## config.mk

```make
export PLATFORM = sky130hd
export DESIGN_NAME = snake_move_ctrl
export DESIGN_NICKNAME = d
export VERILOG_FILES = /design/src/rtl/snake_move_ctrl.sv
export SDC_FILE = /design/constraint.sdc
export NUM_CORES = 1
export LEC_CHECK = 0
export BUFFER_PORTS_ARGS = -buffer_cell sky130_fd_sc_hd__buf_2
export CAP_MARGIN = 25
export CORE_AREA = 3 3 68 70
export CTS_CLUSTER_DIAMETER = 60
export DETAILED_ROUTE_END_ITERATION = 8
export DIE_AREA = 0 0 71 73
export PLACE_DENSITY = 0.75
export SYNTH_ARGS = -nofsm -noshare
export SYNTH_HDL_FRONTEND = slang
export SYNTH_SLANG_ARGS = --single-unit
```

## constraint.sdc

```tcl
create_clock -name clk -period 2.5 [get_ports clk]
set_input_delay 0.125 -clock clk [delete_from_list [all_inputs] [get_ports clk]]
set_output_delay 0.125 -clock clk [all_outputs]
set_load 0.05 [all_outputs]
```

## src/rtl/snake_move_ctrl.sv

```systemverilog
// Turns snake direction/pause/start buttons into digit_store load and shift strobes.
// Optional macro SNAKE_HIT_STOP_EN: a set edge bit at a tick ends the game (DEAD state).
module snake_move_ctrl #(
  parameter int         TICK_DIV  = 50000000,
  parameter logic [2:0] START_POS = 3'b111
) (
  input  logic       clk,
  input  logic       reset,
  input  logic       start,
  input  logic       btn_up,
  input  logic       btn_down,
  input  logic       btn_left,
  input  logic       btn_right,
  input  logic       btn_pause,
  input  logic       edge_up,
  input  logic       edge_down,
  input  logic       edge_left,
  input  logic       edge_right,
  output logic       set,
  output logic [2:0] user_input,
  output logic       up_shift,
  output logic       down_shift,
  output logic       left_shift,
  output logic       right_shift,
  output logic [1:0] dir,
  output logic       running,
  output logic       game_over
);

  localparam int CNT_W = (TICK_DIV > 1) ? $clog2(TICK_DIV) : 1;
  localparam logic [CNT_W-1:0] CNT_MAX = CNT_W'(TICK_DIV - 1);

  typedef enum logic [2:0] {IDLE, LOAD, RUN, PAUSE, DEAD} state_e;

  state_e           state_q, state_d;
  logic [CNT_W-1:0] cnt_q, cnt_d;
  logic [1:0]       dir_q, dir_d;
  logic [1:0]       pend_q, pend_d;
  logic [3:0]       strobe_q, strobe_d;
  logic             set_q, set_d;
  logic             running_q, running_d;
  logic [5:0]       btn_q;
  logic [5:0]       btn_now;
  logic [5:0]       rise;
  logic             req_ok;
  logic [1:0]       req_dir;
  logic             tick_hit;

  // Bit order: {pause, start, right, left, down, up}
  assign btn_now = {btn_pause, start, btn_right, btn_left, btn_down, btn_up};
  assign rise    = btn_now & ~btn_q;

  // A request is legal only on the other axis from the committed heading,
  // which rules out both "same direction" and "reversal" in one compare.
  always_comb begin
    req_ok  = 1'b0;
    req_dir = 2'b00;
    for (int i = 3; i >= 0; i--) begin
      if (rise[i] && (i[1] != dir_q[1])) begin
        req_ok  = 1'b1;
        req_dir = 2'(i);
      end
    end
  end

`ifdef SNAKE_HIT_STOP_EN
  logic [3:0] edges;
  logic       game_over_q, game_over_d;
  assign edges = {edge_right, edge_left, edge_down, edge_up};
`else
  logic unused_edges;
  assign unused_edges = ^{edge_up, edge_down, edge_left, edge_right};
`endif

  always_comb begin
    state_d   = state_q;
    cnt_d     = cnt_q;
    dir_d     = dir_q;
    pend_d    = pend_q;
    strobe_d  = 4'b0000;
    tick_hit  = 1'b0;
    case (state_q)
      IDLE: if (rise[4]) state_d = LOAD;
      LOAD: begin
        cnt_d   = '0;
        dir_d   = 2'b00;
        pend_d  = 2'b00;
        state_d = RUN;
      end
      RUN: begin
        if (req_ok) pend_d = req_dir;
        if (rise[5]) begin
          state_d = PAUSE;
        end else if (cnt_q == CNT_MAX) begin
          cnt_d = '0;
          dir_d = pend_d;
`ifdef SNAKE_HIT_STOP_EN
          tick_hit = edges[pend_d];
`endif
          if (tick_hit) state_d = DEAD;
          else          strobe_d = 4'b0001 << pend_d;
        end else begin
          cnt_d = cnt_q + CNT_W'(1);
        end
      end
      PAUSE: begin
        if (req_ok)  pend_d  = req_dir;
        if (rise[5]) state_d = RUN;
      end
      DEAD:    if (rise[4]) state_d = LOAD;
      default: state_d = IDLE;
    endcase
  end

  assign set_d     = (state_d == LOAD);
  assign running_d = (state_d == RUN);

  always_ff @(posedge clk) begin
    btn_q <= btn_now;
    if (reset) begin
      state_q   <= IDLE;
      cnt_q     <= '0;
      dir_q     <= 2'b00;
      pend_q    <= 2'b00;
      strobe_q  <= 4'b0000;
      set_q     <= 1'b0;
      running_q <= 1'b0;
    end else begin
      state_q   <= state_d;
      cnt_q     <= cnt_d;
      dir_q     <= dir_d;
      pend_q    <= pend_d;
      strobe_q  <= strobe_d;
      set_q     <= set_d;
      running_q <= running_d;
    end
  end

`ifdef SNAKE_HIT_STOP_EN
  assign game_over_d = (state_d == DEAD);
  always_ff @(posedge clk) begin
    if (reset) game_over_q <= 1'b0;
    else       game_over_q <= game_over_d;
  end
  assign game_over = game_over_q;
`else
  assign game_over = 1'b0;
`endif

  assign set         = set_q;
  assign user_input  = START_POS;
  assign up_shift    = strobe_q[0];
  assign down_shift  = strobe_q[1];
  assign left_shift  = strobe_q[2];
  assign right_shift = strobe_q[3];
  assign dir         = dir_q;
  assign running     = running_q;

endmodule

```

# After elaboration in Yosys (flattened, before gate mapping)
# Index checks and enable logic that the tools add are counted.
[totals] word_cells=56 input_bits=12 reg_bits=45 out_inout_bits=12
[op_classes] reduce_logical=11 n_shift=1 n_eq_ne=9 mux=21 n_addsub=1 n_bitwise=5
[op_table] cell="$mux 26" n=2
[op_table] cell="$pmux 26 s2" n=1
[op_table] cell="$add 26x1->26 const B" n=1
[op_table] cell="$eq 26x26->1 const B" n=1
[op_table] cell="$mux 2" n=8
[op_table] cell="$pmux 3 s4" n=1
[op_table] cell="$eq 3x2->1 const B" n=3
[op_table] cell="$mux 3" n=3
[op_table] cell="$and 6x6->6" n=1
[op_table] cell="$eq 3x1->1 const B" n=2
[op_table] cell="$not 6->6" n=1
[op_table] cell="$pmux 2 s3" n=1
[op_table] cell="$logic_and 1x1->1" n=4
[op_table] cell="$mux 1" n=4
[op_table] cell="$ne 2x2->1 const B" n=2
[op_table] cell="$pmux 2 s2" n=1
[op_table] cell="$reduce_or 4->1" n=1
[op_table] cell="$shl 1x2->4 const A" n=1
[op_table] cell="$eq 3x3->1 const B" n=1
[op_table] cell="$logic_not 3->1" n=1
[op_table] cell="$not 1->1" n=3
[op_table] cell="$reduce_and 3->1" n=1
[op_table] cell="$reduce_bool 3->1" n=1
[op_table] cell="$reduce_and 2->1" n=1
[op_table] cell="2 further kinds" n=2

# Longest topological paths before layout
[logic_depth] word_depth=12 mapped_depth=8

# Worst setup path before layout
# OpenSTA, ideal clock, no wires.
[synth_path] kind="register -> register" startpoint="reg cnt_q[0]" endpoint="reg cnt_q[19]" synth_period_minus_slack_ps=1778 required_ps=2426 setup_slack_ps=722 n_path_buf=0 arrival_ps=1704 setup_time_ps=74 stages_incl_launch_ff=7 path_cell_list="dfxtp_1 -> ha_1 -> and3_1 -> nand4_1 -> o21ai_1 -> or4_1 -> a31oi_1"
[synth_between] elab_chain_cells=4
[synth_lines] item="start, declared" line="36" rtl="logic [CNT_W-1:0] cnt_q, cnt_d;"
[synth_lines] item="start signal, assigned" line="130" rtl="cnt_q <= cnt_d;"
[synth_lines] item="$add 26x1->26 / $eq 26x26->1 (equally long branches)" line="103, 94"
[synth_lines] item="$mux 26 *" line="94" rtl="end else if (cnt_q == CNT_MAX) begin"
[synth_lines] item="$mux 26 *" line="92" rtl="if (rise[5]) begin"
[synth_lines] item="$pmux 26 s2 *" line="82" rtl="case (state_q)"
# Every way passes the cells marked *; elsewhere a longest branch is shown, timed or not. The select of a mux whose other input is x is not followed.
# A chain may end at the register's enable or synchronous reset.

# Final worst setup path
[layout_path] startpoint="in btn_pause" endpoint="reg cnt_q[23]"
[layout_between] elab_chain_cells=3
[layout_lines] item="start, declared" line="14" rtl="input logic btn_pause,"
[layout_lines] item="$and 6x6->6" line="51" rtl="assign rise = btn_now & ~btn_q;"
[layout_lines] item="$ne 2x2->1 (no line)"
[layout_lines] item="$reduce_and 2->1 (no line)"
# No other way between the ends.

==> implementation parameters <==
Parameter                              Value

Status
  Result of the run ... completed

Global route
  All-layer global routing usage ... 18.0%
  Via count of the first global-routing pass ... about 1,700
  Residual overflow from global routing ... 0
  Number of antenna violations at the first check in global routing ... 0
  Global-route wire length before repair ... 7650 um
  Largest net degree at the start of global routing ... 24

Synthesis
  Commonest cells in the netlist ... 45 x dfxtp_1, 25 x nor2_1, 20 x nand2_1
  Post-Synthesis Cells ... 262
  Ys flop type ... dfxtp_1
  Yosys synthesis warning count ... 0
  Mean post-synth cell area ... between 8 and 9 um2
  Area of the mapped netlist ... roughly 2200 um2
  Synth area leaders ... dfxtp_1 41%, nor2_1 4.3%, nand3_1 3.9%, a21oi_1 3.7%, xnor2_1 3.6%
  Async set-or-reset flop fraction in the synthesized netlist ... 0%
  Area share of the leading cell type in the synthesized netlist ... about two fifths
  Yosys reg bits ... 45
  Library cell with the largest summed area after synthesis ... dfxtp_1
  Post-synth EDFFs ... 0
  Number of different library cells in the post-synthesis netlist ... 52
  Cell with the most instances after synthesis ... dfxtp_1
  Proportion of synthesized chip area in sequential cells ... roughly two fifths

Floorplan
  Total die area ... about 5200 um2
  Initial core utilization ... about 54%
  Width of the die ... a little over 70 um
  Core Region ... between 4000 and 5000 um2
  I/O pins ... 24
  Die Y-Extent ... 73 um
  Number of standard-cell rows in the floorplan ... 23

Pwr
  Total internal power ... approximately 1.1 mW
  Combinational fraction of design power ... roughly 8.8%
  Share of total power consumed by net switching ... 23.5%
  Leakage dissipation ... 0.859 nW
  Worst IR drop on VDD ... ~0.00046 V
  Clock share of power ... roughly two fifths
  Switching Power ... about 340 uW
  Power per standard cell area ... between 500 and 600 nW/um2
  Power share of the sequential group ... roughly half

Cells and area
  Fill cell total of the finished layout ... 357
  Antenna diode count ... 0
  Share of layout cells above drive strength 1 ... about 11%
  Sequential cell area ... roughly 900 um2
  Area of combinational cells with multiple inputs ... roughly 1200 um2
  Fraction of the core area covered by cells at the end of the flow ... between 60 and 70%
  Area added between synthesis and finish ... 12.1%
  Finished Cell Area ... roughly 2500 um2
  Number of standard cells in the final layout excluding fillers ... 330
  Net total in the final layout ... ~300

Routing
  Vias per Instance ... about 5.7
  Wire length after detailed routing ... between 4000 and 5000 um
  DRC marker count from the first detailed-route iteration ... approximately 130
  DRC violations left ... 0
  DRT antenna net count ... 0
  Routed len/inst ... approximately 13 um
  Total number of vias ... ~1,900
  Number of detailed-routing iterations run before antenna repair ... 4

Worst setup path
  Nature of the critical path startpoint ... primary input
  Category of the most critical setup path ... primary input to flip-flop
  Critical path required time ... around 2.7 ns
  Top fanout value on the critical path ... 15
  Data arrival at the endpoint of the critical path ... between 2 and 2.5 ns
  Critical Path End Type ... flip-flop

Clock tree
  Number of buffers inserted during clock tree synthesis ... 5
  Worst-case clock buffer depth ... 2
  CTS clk-pin slew, worst paths ... 0.08 ns
  Clock tree from TritonCTS ... done
  Clock insertion delay at the later pin of the skew report ... ~0.29 ns
  Number of instances resized during post-cts repair ... 0
  CTS Root Buffer Type ... clkbuf_8
  CTS H-Tree Depth ... 2
  Total number of clock tree sinks ... 45

Run
  Max-cap violations ... 0

Timing
  Fmax ... 471 MHz
  Slew headroom ... roughly 56%
  Slew at the pin closest to its max-slew limit ... between 0.6 and 0.7 ns
  Final Hold Vio Count ... 0
  Crit share post-route ... ~85%
  Final period demand of the worst path ... approximately 2.1 ns
  Unrepaired setup endpoints after global routing ... false
  Worst hold slack ... 0.250 ns
  Number of pins with negative max-slew slack in the final report ... 0
  Worst Skew ... 0.00603 ns
  TNS Setup ... 0 ns
  # setup viols final ... 0

Place
  Number of buffer cells added on primary ports ... 15
  Dpl cell area ... about 2300 um2
  Cell total after placement ... between 300 and 400
  Global placement routability congestion ... 0.802
  Detailed-placement wirelength estimate ... 3080 um

Min path
  Hold/Removal Path Class ... primary input to flip-flop
cell usage in the layout (no fill, tap or decap), types with 2 or more instances in the layout:
master          n
a211oi_1        2
nand4_1         7
inv_1           7
a211o_1         3
clkbuf_8        6
nor2b_1         7
a21oi_1        16
or4_1           3
conb_1          4
dlygate4sd3_1   6
nand3_1        17
xnor2_1         9
a31oi_1         4
nor2_1         25
and2_1          2
or3_1           3
buf_4           3
and3_1          6
nor4_1          9
o21ai_0        11
nor3_1          7
dfxtp_1        45
nand2b_1        3
buf_2          15
xor2_1          3
nand2_1        20
nor4b_1         4
and4_1          7
worst paths after layout:
kind / from / to / slack (ns) / depth (start not counted)
min: reset / state_q[0]$_SDFF_PP0_ / 0.25 / 2
max reg2reg: cnt_q[0]$_SDFFE_PP0P_ / dir[0]$_SDFFE_PP0P_ / 0.38 / 6
max: btn_pause / cnt_q[23]$_SDFFE_PP0P_ / 0.38 / 8
min reg2reg: dir[0]$_SDFFE_PP0P_ / dir[0]$_SDFFE_PP0P_ / 0.48 / 2
per-stage QoR:
step / setup slack (ns) / power, mW
2_1_floorplan: 0.722 / 0.848
3_3_place_gp: 0.438 / 0.873
3_5_place_dp: 0.399 / 0.874
4_1_cts: 0.362 / 1.44
5_1_grt: 0.158 / 1.48
6_report: 0.376 / 1.43
per-layer routing:
metal	track usage, %	share of wire, %
met1	24.3	52
met3	3.99	2.5
met2	28.8	44
met4	5.43	1.1
met5	0	0
worst max-delay path, cell delays in order:
cell	delay (ns)
dlygate4sd3_1	0.53
buf_2	0.13
nand2b_1	0.18
a21oi_1	0.12
buf_4	0.19
or2_2	0.40
or4_1	0.49
a31oi_1	0.18
logic make-up (layout without fill, tap and decap cells):
| family | Yosys count | after routing | share of synthesized area [%] |
|---|---|---|---|
| other cells | 2 | 4 | 0.343 |
| simple gates | 130 | 130 | 33.8 |
| flops | 45 | 45 | 41.2 |
| compound gates | 49 | 49 | 14.4 |
| xor+xnor | 12 | 12 | 4.80 |
| buf+inv | 23 | 39 | 4.97 |
| fa+ha+maj | 1 | 1 | 0.572 |
layout make-up:
| class | instances | share of cell area, % |
|---|---|---|
| multi-input combinational | 196 | 48.3 |
| sequential | 45 | 36.7 |
| timing repair buffer | 24 | 6.43 |
| clock buffer | 6 | 3.37 |
| tap | 50 | 2.55 |
| clock inverter | 2 | 1.53 |
| inverter | 7 | 1.07 |
sequential cells by signal (all words and copies together), names as in the netlist:
register	cells
btn_q	6
cnt_q	26
dir	2
pend_q	2
running	1
set	1
state_q	3
strobe_q	4
power groups by stage:
stage               clock network, mW  registers, mW  logic, mW
floorplan                           0          0.757     0.0906
global placement                    0          0.754      0.118
detailed placement                  0          0.755      0.119
CTS                             0.577          0.738      0.126
global route                    0.600          0.741      0.139
finish                          0.569          0.738      0.126
repair_timing:
item,in CTS,in global routing
setup buffers,0,0
hold endpoints to repair,6,0
hold buffers,6,0
(Power assumes the default switching activity.)
